### config.mk
export PLATFORM = sky130hd
export DESIGN_NAME = mestre_polinomio
export DESIGN_NICKNAME = d
export VERILOG_FILES = /design/src/rtl/mestre_polinomio.sv
export SDC_FILE = /design/constraint.sdc
export NUM_CORES = 1
export LEC_CHECK = 0
export ABC_AREA = 0
export BUFFER_PORTS_ARGS = -buffer_cell sky130_fd_sc_hd__clkbuf_2
export CORE_UTILIZATION = 55
export CTS_BUF_LIST = sky130_fd_sc_hd__clkbuf_8
export CTS_CLUSTER_DIAMETER = 40
export DETAILED_ROUTE_END_ITERATION = 6
export HOLD_SLACK_MARGIN = 0.12
export PLACE_DENSITY_LB_ADDON = 0.3
export SETUP_SLACK_MARGIN = 0.5
export SLEW_MARGIN = 10
export SYNTH_ARGS = -nofsm -noshare
export SYNTH_HDL_FRONTEND = slang
export SYNTH_SLANG_ARGS = --single-unit
### constraint.sdc
create_clock -name ck -period 5.9 [get_ports ck]
set_clock_uncertainty 0.15 [all_clocks]
set_input_delay 0.885 -clock ck [delete_from_list [all_inputs] [get_ports ck]]
set_output_delay 0.885 -clock ck [all_outputs]
set_load 0.02 [all_outputs]
### src/rtl/mestre_polinomio.sv
// rtl/mestre_polinomio.sv - operand FIFO and handshake master for the polynomial datapath
// Optional LED timeout with sticky erro: define MESTRE_POLINOMIO_TIMEOUT_EN.
module mestre_polinomio #(
    parameter int LARG    = 16,
    parameter int PROF    = 4,
    parameter int TIMEOUT = 64
) (
    input  logic            ck,
    input  logic            rst,
    input  logic            op_valido,
    input  logic [LARG-1:0] op_X,
    input  logic [LARG-1:0] op_A,
    input  logic [LARG-1:0] op_B,
    input  logic [LARG-1:0] op_C,
    output logic            op_pronto,
    output logic            inicio,
    output logic            pronto,
    output logic [LARG-1:0] X,
    output logic [LARG-1:0] A,
    output logic [LARG-1:0] B,
    output logic [LARG-1:0] C,
    input  logic [LARG-1:0] Resultado,
    input  logic            LED,
    output logic [LARG-1:0] res,
    output logic            res_valido,
    input  logic            res_aceito,
    output logic            ocupado,
    output logic            erro
);
    localparam int AW = $clog2(PROF);
    localparam int EW = 4 * LARG;

    typedef enum logic [2:0] {OCIOSO, INICIA, ESPERA, PRONTO, SAIDA} estado_t;

    estado_t         estado_q, estado_d;
    logic [EW-1:0]   mem_q [PROF];
    logic [AW:0]     wr_ptr_q, rd_ptr_q;
    logic            vazio, cheio, escreve, le;
    logic [LARG-1:0] x_q, x_d, a_q, a_d, b_q, b_d, c_q, c_d;
    logic [LARG-1:0] res_q, res_d;
    logic            tempo_esgotado;

    // Extra pointer bit separates full from empty when the index bits match.
    assign vazio   = (wr_ptr_q == rd_ptr_q);
    assign cheio   = (wr_ptr_q[AW] != rd_ptr_q[AW]) && (wr_ptr_q[AW-1:0] == rd_ptr_q[AW-1:0]);
    assign escreve = op_valido && !cheio;
    assign le      = (estado_q == OCIOSO) && !vazio;

    always_ff @(posedge ck) begin
        if (escreve) begin
            mem_q[wr_ptr_q[AW-1:0]] <= {op_X, op_A, op_B, op_C};
        end
    end

    always_ff @(posedge ck) begin
        if (!rst) begin
            wr_ptr_q <= '0;
            rd_ptr_q <= '0;
        end else begin
            if (escreve) wr_ptr_q <= wr_ptr_q + (AW+1)'(1);
            if (le)      rd_ptr_q <= rd_ptr_q + (AW+1)'(1);
        end
    end

    always_ff @(posedge ck) begin
        if (!rst) begin
            estado_q <= OCIOSO;
            x_q      <= '0;
            a_q      <= '0;
            b_q      <= '0;
            c_q      <= '0;
            res_q    <= '0;
        end else begin
            estado_q <= estado_d;
            x_q      <= x_d;
            a_q      <= a_d;
            b_q      <= b_d;
            c_q      <= c_d;
            res_q    <= res_d;
        end
    end

    always_comb begin
        estado_d = estado_q;
        x_d      = x_q;
        a_d      = a_q;
        b_d      = b_q;
        c_d      = c_q;
        res_d    = res_q;
        case (estado_q)
            OCIOSO: begin
                if (!vazio) begin
                    {x_d, a_d, b_d, c_d} = mem_q[rd_ptr_q[AW-1:0]];
                    estado_d = INICIA;
                end
            end
            INICIA: estado_d = ESPERA;
            ESPERA: begin
                if (LED) begin
                    res_d    = Resultado;
                    estado_d = PRONTO;
                end else if (tempo_esgotado) begin
                    // Reusing PRONTO with LED low yields a single-cycle pronto pulse.
                    res_d    = '0;
                    estado_d = PRONTO;
                end
            end
            PRONTO: begin
                if (!LED) estado_d = SAIDA;
            end
            SAIDA: begin
                if (res_aceito) estado_d = OCIOSO;
            end
            default: estado_d = OCIOSO;
        endcase
    end

`ifdef MESTRE_POLINOMIO_TIMEOUT_EN
    localparam int CW = $clog2(TIMEOUT + 1);
    logic [CW-1:0] cont_q;
    logic          erro_q;

    assign tempo_esgotado = (estado_q == ESPERA) && (cont_q == CW'(TIMEOUT - 1));

    always_ff @(posedge ck) begin
        if (!rst) begin
            cont_q <= '0;
            erro_q <= 1'b0;
        end else begin
            if (estado_q == ESPERA && !LED) cont_q <= cont_q + CW'(1);
            else                            cont_q <= '0;
            if (tempo_esgotado && !LED) erro_q <= 1'b1;
        end
    end

    assign erro = erro_q;
`else
    logic unused_timeout;
    assign unused_timeout = (TIMEOUT > 0);
    assign tempo_esgotado = 1'b0;
    assign erro           = 1'b0;
`endif

    assign op_pronto  = !cheio;
    assign inicio     = (estado_q == INICIA);
    assign pronto     = (estado_q == PRONTO);
    assign res_valido = (estado_q == SAIDA);
    assign ocupado    = (estado_q != OCIOSO) || !vazio;
    assign X          = x_q;
    assign A          = a_q;
    assign B          = b_q;
    assign C          = c_q;
    assign res        = res_q;

endmodule

==> reports/results.ini <==
[power]
leakage_uw = 0.005738
power_uw = 7134
intPower_uw = 4946
switching_share = 0.3067
vdd_ir_drop_max_v = 0.0003336
p_seq_frac = 0.460
p_per_area_nw_per_um2 = 472.0
p_clk_frac = 0.281
p_comb_frac = 0.259
power.switching_uw = 2188

[die]
start_util = 0.5663
num_rows = 55
dieArea_um2 = 24210
coreArea_um2 = 22920
die_w_um = 155.6
ioPinCount = 171
die_height_um = 155.6

[logic_synthesis]
yosysUniqueCellTypes = 40
synth_nets = 845
syn_avg_cell_area_um2 = 17.19
syn-cell-area_um2 = 12980
ys_ff_latch = 345
ys_seq_area_frac = 0.7297
netlist_instances = 755
ys_warn_count = 0

[global_routing]
first_global_vias = 6992
grt_max_degree = 85
met3_usage = 0.04944
antenna_found_initial = 2
met2_usage = 0.3327
overflow = 0
track_usage = 0.1983
grt_util_met1 = 0.2525
grt_pass1_wl_mm = 36.34
top_usage_layer = met2

[critical_path]
max_stage_delay_ns = 1.03
arrival_ns = 2.51
cp_top_family = flip-flops
startpoint_type = flip-flop
cp_cell_sequence = xor2_2 -> or3_1 -> clkbuf_2
endpoint_kind = output port
worst-path-max-fanout = 67
cp.buffers_inverters = 1
setup.worst_path.class = flip-flop to output port
crit_required_ns = 4.87
cp_slowest_cell = dfxtp_4

[cts]
numCtsBuffers = 52
htree_levels = 2
cts_tree = yes
clk_pin_slew_worst_paths_ns = 0.06
cts-resized-gates = 0
cts.sinks = 345
root_buffer = clkbuf_8
post_cts_buffers = 0
hold_buffers = 0
clk_latency_ns = 0.56
cts_max_path_buffers = 3

[cells_and_area]
final-seq-area_um2 = 9477
multi_input_area_um2 = 3234
layout-drive-gt1-share = 0.3344
fillers = 1608
fin_nets = 1027
area_delta_synth_final_pct = 16.47
final_area_um2 = 15110

[route]
wl_per_cell_um = 18.01
dr.first_iter.drc_count = 464
vias = 6826
wl_mm = 23.35
drc = 0
vias_per_cell = 5.267
drt_first_pass_iters = 5
ant_nets = 0

[timing]
period_share = 0.6016
fin_hold_ws_ns = 0.3035
fin_setup_tns_ns = 0
final-setup-viol-count = 0
worst_pin_slew_ns = 1.008
slew_headroom = 0.3283
worst_slack_ns = 2.350
drv_slew = 0
hold_viol_final = 0
period_minus_slack_ns = 3.550
rsz0062_at_grt = false
fmax_ghz = 0.2817

[run_status]
status = completed

[placed_design]
place.gp.congestion = 0.7066
dp_hpwl_mm = 13.63
dpl_cell_area_um2 = 14000
io_buffers = 169
place_ws_ns = 2.586

[job]
maxCapViolations = 0

[min_path]
hold_class = flip-flop to flip-flop

-- cell type report --
cell class | instances | share of cell area
multi-input cells | 360 | 0.2140
clock inverters | 37 | 0.01788
clock buffers | 61 | 0.05555
diodes | 2 | 0.0003311
repair buffers | 173 | 0.05811
inverters | 5 | 0.001242
flip-flops and latches | 345 | 0.6270
well taps | 313 | 0.02591
-- per-stage QoR --
stage / std cells / utilization
after global placement: 1196 / 0.6109
after floorplan: 755 / -
after CTS: 1294 / 0.6594
after global routing: 1294 / 0.6594
final: 1296 / 0.6596
after detailed placement: 1196 / 0.6109
-- worst register-to-register path: cells and delay by family (launching register included) --
family | cells | cell delay (ns)
DFF | 1 | 1.03
muxes | 1 | 0.32
buffers and inverters | 2 | 1.12
AOI/OAI and AO/OA | 1 | 0.27
xor gates and xnor gates | 1 | 0.32
-- cells in the final DEF, fill, tap and decap left out, types with 3 or more instances in the layout --
cell and count:
a21oi_1 16, clkinvlp_4 3, a211oi_1 3, and3b_1 3, clkbuf_8 61, inv_1 19
clkinv_1 4, mux4_2 64, clkinv_2 12, buf_4 5, nand2_1 170, and2_4 4
mux2i_1 68, clkbuf_2 168, bufinv_16 4, edfxtp_1 256, dfxtp_1 87, xor2_2 3
ha_1 5
-- power groups by stage --
stage	Sequential (µW)	Clock, µW	Combinational (µW)
after detailed placement	3330	0	1880
after CTS	3290	2050	1890
after floorplan	3500	0	1220
after global routing	3330	2150	2000
final	3280	2000	1850
after global placement	3320	0	1850
-- cell families after synthesis --
group | share of synthesized area
flip-flops | 0.7297
AND/OR/NAND/NOR | 0.06122
multiplexers | 0.1635
buffers and inverters | 0.02189
AO/OA/AOI/OAI | 0.01417
adder cells (fa/ha/maj) | 0.004821
XOR/XNOR | 0.004435
other | 0.0002890
-- registers in the layout (all words and copies together), names as in the netlist --
name / flops
wr_ptr_q: 3
X: 16
estado_q: 3
mem_q: 256
B: 16
res: 16
C: 16
rd_ptr_q: 3
A: 16
-- cell usage after synthesis --
library cell,n,share of area
o31a_1,1,0.00068
o31ai_1,1,0.00058
ha_1,5,0.0048
and3b_1,3,0.0020
nand4bb_1,1,0.00087
a211o_1,1,0.00068
nor4_1,1,0.00048
nor4b_1,1,0.00068
nand2b_1,2,0.00096
o311a_1,1,0.00077
or3_1,1,0.00048
edfxtp_1,256,0.59
and4bb_1,1,0.00096
nor2_1,1,0.00029
nor3_1,1,0.00039
a211oi_1,3,0.0017
buf_1,2,0.00058
nand2_1,170,0.049
and4_1,1,0.00068
a21oi_1,16,0.0062
xor2_2,3,0.0038
o31ai_4,1,0.0016
nor3b_1,1,0.00058
mux2i_1,68,0.052
clkbuf_1,19,0.0055
and2_1,5,0.0024
xnor2_1,1,0.00068
buf_6,9,0.0078
a21boi_1,1,0.00058
a311o_1,1,0.00077
mux4_2,64,0.11
buf_4,4,0.0023
conb_1,1,0.00029
nor3_2,1,0.00077
buf_2,11,0.0042
nor2b_1,1,0.00048
clkinv_1,1,0.00029
inv_1,4,0.0012
o21a_1,1,0.00058
dfxtp_1,89,0.14
-- metal layers --
layer  vias up  part of all wire
li1       3221                 -
met1      3356              0.42
met2       207              0.49
met3        42             0.063
met4         0             0.022
met5         -                 0
-- worst paths after layout --
path	startpoint	end	slack, ns	cells past startpoint
worst min-delay path	res[14]	res[14]	0.30	2
worst max register to register	rd_ptr_q[1]	X[15]	2.63	5
worst max-delay path	rd_ptr_q[1]	op_pronto	2.35	3
worst min register to register	res[14]	res[14]	0.30	2
Note: power is estimated with default switching activity, not from simulation.
